File: src/rtl/ip_pack.sv
// IPv4 header packer: latches a send request, computes the header checksum,
// then streams the 20-byte header followed by the payload to the MAC.
module ip_pack #(
  parameter logic [7:0]  TTL     = 8'd64,
  parameter logic [15:0] MAX_LEN = 16'd1480
) (
  input  logic        tx_clk,
  input  logic        rst_n,
  input  logic [31:0] src_ip_addr,
  input  logic [31:0] des_ip_addr,
  input  logic [7:0]  trans_prot_type,
  input  logic [15:0] trans_pkt_len,
  input  logic        trans_pkt_start,
  output logic        trans_pkt_rd,
  input  logic [7:0]  trans_pkt_dat,
  output logic        trans_pkt_drop,
  output logic        tx_busy,
  output logic        ip_pkt_start,
  output logic        ip_pkt_en,
  output logic        ip_pkt_end,
  output logic [7:0]  ip_pkt_dat,
  output logic [15:0] ip_prot_type
);

  typedef enum logic [2:0] {S_IDLE, S_CSUM, S_HEAD, S_DATA, S_DONE} state_t;

  state_t      r_state, w_next;
  logic [15:0] r_cnt;
  logic [15:0] r_ident;
  logic [15:0] r_len;
  logic [31:0] r_src, r_des;
  logic [7:0]  r_prot;
  logic [19:0] r_sum;
  logic [15:0] r_csum;
  logic        r_drop;

  logic        w_start_ok;
  logic        w_last_data;
  logic [15:0] w_total;
  logic [16:0] w_fold1;
  logic [15:0] w_fold2;
  logic [7:0]  w_hdr;

  assign w_start_ok  = trans_pkt_start && (trans_pkt_len != 16'd0) && (trans_pkt_len <= MAX_LEN);
  assign w_last_data = (r_cnt == r_len - 16'd1);
  assign w_total     = r_len + 16'd20;
  // Ten words never exceed 20 bits, so two end-around folds are enough.
  assign w_fold1     = {1'b0, r_sum[15:0]} + {13'd0, r_sum[19:16]};
  assign w_fold2     = w_fold1[15:0] + {15'd0, w_fold1[16]};

  // NOTE: every always_comb output gets a default first so no latch is inferred.
  always_comb begin
    w_next = r_state;
    case (r_state)
      S_IDLE: if (w_start_ok) w_next = S_CSUM;
      S_CSUM: if (r_cnt == 16'd3) w_next = S_HEAD;
      S_HEAD: if (r_cnt == 16'd19) w_next = S_DATA;
      S_DATA: if (w_last_data) w_next = S_DONE;
      S_DONE: w_next = S_IDLE;
      default: w_next = S_IDLE;
    endcase
  end

  always_comb begin
    w_hdr = 8'h00;
    case (r_cnt)
      16'd0:  w_hdr = 8'h45;
      16'd2:  w_hdr = w_total[15:8];
      16'd3:  w_hdr = w_total[7:0];
      16'd4:  w_hdr = r_ident[15:8];
      16'd5:  w_hdr = r_ident[7:0];
      16'd6:  w_hdr = 8'h40;
      16'd8:  w_hdr = TTL;
      16'd9:  w_hdr = r_prot;
      16'd10: w_hdr = r_csum[15:8];
      16'd11: w_hdr = r_csum[7:0];
      16'd12: w_hdr = r_src[31:24];
      16'd13: w_hdr = r_src[23:16];
      16'd14: w_hdr = r_src[15:8];
      16'd15: w_hdr = r_src[7:0];
      16'd16: w_hdr = r_des[31:24];
      16'd17: w_hdr = r_des[23:16];
      16'd18: w_hdr = r_des[15:8];
      16'd19: w_hdr = r_des[7:0];
      default: w_hdr = 8'h00;
    endcase
  end

  // NOTE: sequential state uses non-blocking assignments only.
  always_ff @(posedge tx_clk) begin
    if (!rst_n) begin
      r_state <= S_IDLE;
      r_cnt   <= '0;
      r_ident <= '0;
      r_len   <= '0;
      r_src   <= '0;
      r_des   <= '0;
      r_prot  <= '0;
      r_sum   <= '0;
      r_csum  <= '0;
      r_drop  <= 1'b0;
    end else begin
      r_state <= w_next;
      r_drop  <= (r_state == S_IDLE) && trans_pkt_start && !w_start_ok;
      r_cnt   <= (w_next != r_state) ? 16'd0 : r_cnt + 16'd1;
      if (r_state == S_IDLE && w_start_ok) begin
        r_src  <= src_ip_addr;
        r_des  <= des_ip_addr;
        r_prot <= trans_prot_type;
        r_len  <= trans_pkt_len;
      end
      // Checksum is accumulated over the four CSUM cycles and folded in the last.
      if (r_state == S_CSUM) begin
        case (r_cnt)
          16'd0: r_sum <= 20'h04500 + {4'd0, w_total} + {4'd0, r_ident} + 20'h04000;
          16'd1: r_sum <= r_sum + {4'd0, TTL, r_prot} + {4'd0, r_src[31:16]} + {4'd0, r_src[15:0]};
          16'd2: r_sum <= r_sum + {4'd0, r_des[31:16]} + {4'd0, r_des[15:0]};
          default: r_csum <= ~w_fold2;
        endcase
      end
      if (r_state == S_DATA && w_next == S_DONE) r_ident <= r_ident + 16'd1;
    end
  end

  assign ip_pkt_start   = (r_state == S_CSUM) && (r_cnt == 16'd3);
  assign ip_pkt_en      = (r_state == S_HEAD) || (r_state == S_DATA);
  assign ip_pkt_end     = (r_state == S_DONE);
  assign trans_pkt_rd   = ((r_state == S_HEAD) && (r_cnt == 16'd19)) ||
                          ((r_state == S_DATA) && !w_last_data);
  assign tx_busy        = (r_state != S_IDLE);
  assign trans_pkt_drop = r_drop;
  assign ip_pkt_dat     = (r_state == S_HEAD) ? w_hdr :
                          (r_state == S_DATA) ? trans_pkt_dat : 8'h00;
  assign ip_prot_type   = 16'h0800;

endmodule
File: config.mk
export PLATFORM = sky130hd
export DESIGN_NAME = ip_pack
export DESIGN_NICKNAME = d
export VERILOG_FILES = /design/src/rtl/ip_pack.sv
export SDC_FILE = /design/constraint.sdc
export NUM_CORES = 1
export LEC_CHECK = 0
export CAP_MARGIN = 25
export CORE_UTILIZATION = 51
export CTS_CLUSTER_SIZE = 40
export DETAILED_ROUTE_END_ITERATION = 16
export PLACE_DENSITY = 0.81
export SYNTH_ARGS = -nofsm -noshare
export SYNTH_HDL_FRONTEND = slang
export SYNTH_SLANG_ARGS = --single-unit
File: constraint.sdc
create_clock -name tx_clk -period 4.17 [get_ports tx_clk]
set_input_delay 1.0425 -clock tx_clk [delete_from_list [all_inputs] [get_ports tx_clk]]
set_output_delay 1.0425 -clock tx_clk [all_outputs]
set_load 0.01 [all_outputs]
==> After elaboration in Yosys (flattened, before gate mapping) <==
Index checks and enable logic that the tools add are counted.
{ "word_totals": {"out_inout_bits": 30, "input_bits": 99, "regBits": 160, "word_cells": 85} }
{ "op_classes": {"eq_ne": 25, "reduce_logical": 23, "n_mux": 9, "magnitude_cmp": 1, "add_sub_neg": 14, "bitwise": 3} }
{ "op_table": {"columns": ["op", "n"], "rows": [
  ["$pmux 8 s17", 1],
  ["$eq 16x4->1 const B", 8],
  ["$add 20x16->20", 4],
  ["$eq 16x5->1 const B", 4],
  ["$pmux 20 s3", 1],
  ["$eq 16x3->1 const B", 3],
  ["$add 16x1->16 const B", 2],
  ["$eq 16x2->1 const B", 2],
  ["$add 20x15->20", 1],
  ["$add 18x15->19 const B", 1],
  ["$add 17x16->18", 1],
  ["$add 15x16->17 const A", 1],
  ["$add 16x4->17", 1],
  ["$add 16x1->16", 1],
  ["$add 16x5->16 const B", 1],
  ["$eq 16x1->1 const B", 1],
  ["$eq 16x16->1", 1],
  ["$le 16x11->1 const B", 1],
  ["$logic_not 16->1", 1],
  ["$mux 8", 2],
  ["$not 16->16", 1],
  ["$reduce_bool 16->1", 1],
  ["$sub 16x1->16 const B", 1],
  ["$mux 3", 4],
  ["other kinds (14)", 30]
]} }

==> Depth between registers and ports, before layout <==
{ "logic_depth": {"depth_word": 7, "ltp_mapped": 15, "depth_no_buf": 15} }

==> Least setup slack after synthesis <==
OpenSTA, ideal clock, no wires.
{ "synth_timing": {"path_type": "register -> register", "startpoint": "reg r_src[1]", "endpoint": "reg r_sum[17]", "period_less_slack_ns": 3.667, "setup_time_ns": 0.116, "t_required_ns": 4.054, "arrival_ns": 3.551, "n_path_buf": 0, "path_slack_ns": 0.503, "path_stages_with_launch": 16, "cell_sequence": "dfxtp_1 inv_1 fa_1 fa_1 inv_1 ha_1 inv_1 fa_1 nand2b_1 a21oi_1 a31oi_1 o31ai_1 o31ai_1 mux2i_1 a2111o_1 o211a_1"} }
{ "synth_between": {"elab_chain_cells": 2} }
{ "synth_rtl": {"columns": ["item", "line", "source"], "rows": [
  ["start: declaration", "31", "logic [31:0] r_src, r_des;"],
  ["start signal: assignment", "107", "r_src <= src_ip_addr;"],
  ["$add 20x16->20", "116", "16'd1: r_sum <= r_sum + {4'd0, TTL, r_prot} + {4'd0, r_src[31:16]} + {4'd0, r_src[15:0]};"],
  ["$pmux 20 s3", "114", "case (r_cnt)"],
  ["end signal: assignment", "115", "16'd0: r_sum <= 20'h04500 + {4'd0, w_total} + {4'd0, r_ident} + 20'h04000;"],
  ["end signal: assignment", "116", null],
  ["end signal: assignment", "117", "16'd2: r_sum <= r_sum + {4'd0, r_des[31:16]} + {4'd0, r_des[15:0]};"],
  ["end: declaration", "33", "logic [19:0] r_sum;"]
]} }
Every way passes these cells.
A chain may end at the register's enable or synchronous reset.

==> Final worst setup path <==
{ "layout_timing": {"startpoint": "reg r_len[1]", "endpoint": "out trans_pkt_rd"} }
{ "layout_between": {"elab_chain_cells": 5} }
{ "layout_rtl": {"columns": ["item", "line", "source"], "rows": [
  ["start: declaration", "30", "logic [15:0] r_len;"],
  ["start signal: assignment", "110", "r_len <= trans_pkt_len;"],
  ["$sub 16x1->16", "45", "assign w_last_data = (r_cnt == r_len - 16'd1);"],
  ["$eq 16x16->1", "45", null],
  ["$logic_not 1->1", "129", "((r_state == S_DATA) && !w_last_data);"],
  ["$logic_and 1x1->1", "129", null],
  ["$logic_or 1x1->1", "128", "assign trans_pkt_rd = ((r_state == S_HEAD) && (r_cnt == 16'd19)) ||"],
  ["end: declaration", "14", "output logic trans_pkt_rd,"]
]} }
Every way passes these cells.

==> metrics.log <==
[metrics] run status: complete, no violations
[metrics] count of input and output buffers: 112
[metrics] worst min-delay path class: register to register
[metrics] Max Transition Viols Final: 0
[metrics] nets@finish: 1949
[metrics] post-synth cell types: 81
[metrics] average wire per cell in the routed design: 22.20 µm
[metrics] proportion of register bits with asynchronous set or reset after synthesis: 0%
[metrics] element type at the critical path start: register
[metrics] CTS Hold Buffers Added: 0
[metrics] portion of the clock cycle consumed by the worst path in the final layout: 97.37%
[metrics] largest net degree at the start of global routing: 86
[metrics] combined global-route utilization of all metal layers: 35.49%
[metrics] post-synthesis instance area: 12610 µm²
[metrics] count of nets left with antenna violations after detail routing: 0
[metrics] Achievable Freq: 0.2463 GHz
[metrics] setup violators final: 0
[metrics] Final GP Congestion: 1.075
[metrics] PwrDens: 232.5 nW/µm²
[metrics] Placement Setup Slack: 0.0002249 ns
[metrics] remaining global-route overflow: 0
[metrics] Die Height: 159.3 µm
[metrics] biggest area consumer among synthesized cells: sky130_fd_sc_hd__dfxtp_1
[metrics] Worst Reg-to-Reg Cells: 15
[metrics] power after layout: 3.523 mW
[metrics] time the final worst path needs with I/O delays and setup: 4.060 ns
[metrics] worst setup path startpoint: r_len[1]$_SDFFE_PN0P_
[metrics] FP Rows: 57
[metrics] EDFF count, synth: 0
[metrics] Longest Clk Path Bufs: 2
[metrics] critical register-to-register path endpoint: r_sum[15]$_SDFFE_PN0P_
[metrics] transition time at the pin with the least slew margin: 0.7649 ns
[metrics] reg-to-reg slack, setup: 0.20 ns
[metrics] DRT iter0 DRCs: 1484
[metrics] required time of the worst setup path: 3.13 ns
[metrics] via density per instance: 6.201
[metrics] kind of critical path: register to output pin
[metrics] antenna diode count: 0
[metrics] fraction of the core area covered by cells at the end of the flow: 62.30%
[metrics] worst vdd ir: 0.2082 mV
[metrics] fraction of final layout cells with drive strength greater than 1: 10.10%
[metrics] max cap viols: 0
[metrics] number of synthesized register bits: 160
[metrics] Pre-antenna DRT Iters: 6
[metrics] Compound-Gate Fraction of Synth Area: 21.93%
[metrics] multiplexer fraction of the synthesized cell area: 1.359%
[metrics] post-synthesis simple-gate area fraction: 22.02%
[metrics] Core ar.: 24320 µm²
[metrics] crit path DAT: 3.02 ns
[metrics] # placed instances: 2013
[metrics] clk_skew: 0.008921 ns
[metrics] Area after DPL: 14220 µm²
[metrics] total CTS buffers: 17
[metrics] die width: 159.3 µm
[metrics] DRC violation count after routing: 0
[metrics] sequential share of the synthesized area: 25.39%
[metrics] Synth Warn #: 0
[metrics] Clock Sinks: 160
[metrics] relative max-transition margin: 48.85%
[metrics] largest cells by area after synthesis: sky130_fd_sc_hd__dfxtp_1 (25%), sky130_fd_sc_hd__ha_1 (8.7%), sky130_fd_sc_hd__nand2_1 (7.4%)
[metrics] area share of the largest cell type after synthesis: 25.39%
[metrics] post-route insts no fill: 2056
[metrics] critical path capture point type: output pin
[metrics] Root Buffer Master: sky130_fd_sc_hd__clkbuf_16
[metrics] number of I/O pins: 129
[metrics] effective utilization at floorplan: 51.86%
[metrics] worst hold slack: 0.4625 ns
[metrics] main combinational cell family by area after synthesis: simple AND/OR/NAND/NOR gates
[metrics] clock-pin slew on the worst setup and hold paths: 0.08 ns
[metrics] number of antenna violations at the first check in global routing: 0
[metrics] DRT Wirelength: 45.65 mm
[metrics] adder and majority cell fraction of the synthesized area: 15.55%
[metrics] Die Footprint: 25370 µm²
[metrics] number of cells produced by synthesis: 1604
[metrics] CTS tree: done
[metrics] end point of the critical path: trans_pkt_rd
[metrics] biggest fanout along the worst timing path: 5
[metrics] routed via count: 12750
[metrics] synthesized area per cell: 7.864 µm²
[metrics] global-route wire length before repair: 68.73 mm
[metrics] deepest level of the CTS H-tree: 4
[metrics] placed wire-length estimate after detailed placement: 36.25 mm
[metrics] post-route worst setup slack: 0.1097 ns
[metrics] leakage power of the design: 6.315 nW
[metrics] clock latency of the later-clocked register in the worst-skew pair: 0.44 ns
[metrics] post-route cell area: 15150 µm²
[metrics] via count of the first global-routing pass: 11950
[metrics] Top FF cell, synth: sky130_fd_sc_hd__dfxtp_1
[metrics] final-layout setup total negative slack: 0 ns
[metrics] xor and xnor area share after synthesis: 7.360%
[metrics] Hold Fails Final Rpt: 0
[metrics] reg2reg start: r_src[1]$_SDFFE_PN0P_
[metrics] area added between synthesis and finish: 20.13%
repair_timing:
| item | 4_1_cts | 5_1_grt |
|---|---|---|
| buffers inserted | 3 | 7 |
| cloned | 0 | 1 |
| resized for setup | 38 | 33 |
| pin swaps | 4 | 14 |
| setup endpoints to repair | 9 | 11 |
metal layers:
metal | global-route usage, % | wire length [µm] | share of wire, % | vias to the layer above
li1 | - | - | - | 5921
met1 | 47.14 | 18690 | 41 | 5984
met2 | 55.26 | 20020 | 44 | 697
met3 | 6.043 | 4368 | 9.6 | 147
met4 | 18.71 | 2573 | 5.6 | 0
met5 | 0 | 0 | 0 | -
how the worst min path moves through the flow:
stage | start | endpoint | cells past startpoint
after floorplan | r_ident[15]$_SDFFE_PN0P_ | r_ident[15]$_SDFFE_PN0P_ | 2
after global placement | r_ident[15]$_SDFFE_PN0P_ | r_ident[15]$_SDFFE_PN0P_ | 2
after detailed placement | r_prot[6]$_SDFFE_PN0P_ | r_prot[6]$_SDFFE_PN0P_ | 2
after CTS | r_prot[6]$_SDFFE_PN0P_ | r_prot[6]$_SDFFE_PN0P_ | 2
after global routing | r_src[14]$_SDFFE_PN0P_ | r_src[14]$_SDFFE_PN0P_ | 2
final | r_src[14]$_SDFFE_PN0P_ | r_src[14]$_SDFFE_PN0P_ | 2
power by group:
part | internal (mW) | switching [mW] | total [mW]
clock network | 0.824 | 0.786 | 1.61
logic | 0.160 | 0.199 | 0.359
registers | 1.54 | 0.0177 | 1.55
total | 2.52 | 1.00 | 3.52
registers in the layout (all words and copies together) (netlist names):
name and count:
r_des 32, r_src 32, r_sum 20, r_cnt 16, r_csum 16, r_ident 16
r_len 16, r_prot 8, r_state 3, trans_pkt_drop 1
logic make-up after synthesis:
logic type      count (synthesis)
simple gates                  573
compound gates                426
buf+inv                       189
mux                            17
flops                         160
other cells                     2
fa+ha+maj                     131
xor+xnor                      106
layout by cell type (no fill, tap or decap), types with 10 or more instances in the layout:
master	instances
sky130_fd_sc_hd__buf_4	69
sky130_fd_sc_hd__dfxtp_2	11
sky130_fd_sc_hd__a31oi_1	13
sky130_fd_sc_hd__nor2_1	81
sky130_fd_sc_hd__a211oi_1	24
sky130_fd_sc_hd__o31ai_1	13
sky130_fd_sc_hd__clkbuf_16	18
sky130_fd_sc_hd__nor2b_1	10
sky130_fd_sc_hd__nor4_1	11
sky130_fd_sc_hd__o211ai_1	12
sky130_fd_sc_hd__clkdlybuf4s50_1	103
sky130_fd_sc_hd__xor2_1	34
sky130_fd_sc_hd__fa_1	43
sky130_fd_sc_hd__a21o_1	27
sky130_fd_sc_hd__nand2b_1	18
sky130_fd_sc_hd__ha_1	86
sky130_fd_sc_hd__or3_1	13
sky130_fd_sc_hd__nand3_1	42
sky130_fd_sc_hd__nand4_1	27
sky130_fd_sc_hd__nand2_1	250
sky130_fd_sc_hd__o21ai_0	50
sky130_fd_sc_hd__a21oi_1	156
sky130_fd_sc_hd__mux2i_1	16
sky130_fd_sc_hd__o21bai_1	10
sky130_fd_sc_hd__xnor2_1	69
sky130_fd_sc_hd__and3_1	27
sky130_fd_sc_hd__dfxtp_1	148
sky130_fd_sc_hd__inv_1	82
sky130_fd_sc_hd__conb_1	16
sky130_fd_sc_hd__a22oi_1	34
sky130_fd_sc_hd__nor3_1	23
worst max-delay path: stages, from the launching register on:
cell and delay, ns:
sky130_fd_sc_hd__dfxtp_2 0.35, sky130_fd_sc_hd__inv_2 0.12, sky130_fd_sc_hd__ha_4 0.15, sky130_fd_sc_hd__nand3b_1 0.12, sky130_fd_sc_hd__or3_4 0.40, sky130_fd_sc_hd__a2111oi_4 0.35, sky130_fd_sc_hd__o2111ai_1 0.16, sky130_fd_sc_hd__buf_4 0.18
sky130_fd_sc_hd__a211oi_4 0.17, sky130_fd_sc_hd__nand2_2 0.09, sky130_fd_sc_hd__o21ai_2 0.15, sky130_fd_sc_hd__inv_1 0.05, sky130_fd_sc_hd__dlygate4sd2_1 0.28
cell type report:
type	instances	area (µm²)
fillers	2151	9168
multi-input cells	1269	8862
flip-flops and latches	160	3221
repair buffers	186	1742
clock buffers	18	439.2
well taps	324	405.4
inverters	85	319.1
clock inverters	14	163.9
synthesized netlist by cell type (5+ instances only):
library cell and instances:
sky130_fd_sc_hd__nand3b_1 5, sky130_fd_sc_hd__xor2_1 35, sky130_fd_sc_hd__dfxtp_1 160, sky130_fd_sc_hd__and2_1 10, sky130_fd_sc_hd__a22oi_1 34, sky130_fd_sc_hd__xnor2_1 71, sky130_fd_sc_hd__a32oi_1 5, sky130_fd_sc_hd__nand2b_1 18
sky130_fd_sc_hd__nor2b_1 10, sky130_fd_sc_hd__nor4b_1 6, sky130_fd_sc_hd__buf_2 6, sky130_fd_sc_hd__o211ai_1 12, sky130_fd_sc_hd__nor2_1 81, sky130_fd_sc_hd__nand3_1 43, sky130_fd_sc_hd__o22ai_1 8, sky130_fd_sc_hd__nand2_1 250
sky130_fd_sc_hd__clkbuf_1 75, sky130_fd_sc_hd__o21ai_0 54, sky130_fd_sc_hd__nor3_1 23, sky130_fd_sc_hd__inv_1 84, sky130_fd_sc_hd__a21oi_1 156, sky130_fd_sc_hd__a221oi_1 10, sky130_fd_sc_hd__ha_1 88, sky130_fd_sc_hd__o311ai_0 5
sky130_fd_sc_hd__and3_1 35, sky130_fd_sc_hd__a211oi_1 25, sky130_fd_sc_hd__a31oi_1 14, sky130_fd_sc_hd__or3_1 14, sky130_fd_sc_hd__fa_1 43, sky130_fd_sc_hd__nor4_1 15, sky130_fd_sc_hd__buf_4 17, sky130_fd_sc_hd__o31ai_1 14
sky130_fd_sc_hd__nor3b_1 5, sky130_fd_sc_hd__a21o_1 27, sky130_fd_sc_hd__or2_2 6, sky130_fd_sc_hd__nand4_1 27, sky130_fd_sc_hd__mux2i_1 16, sky130_fd_sc_hd__o21bai_1 10
No activity file was read; power rests on OpenSTA's default activity.
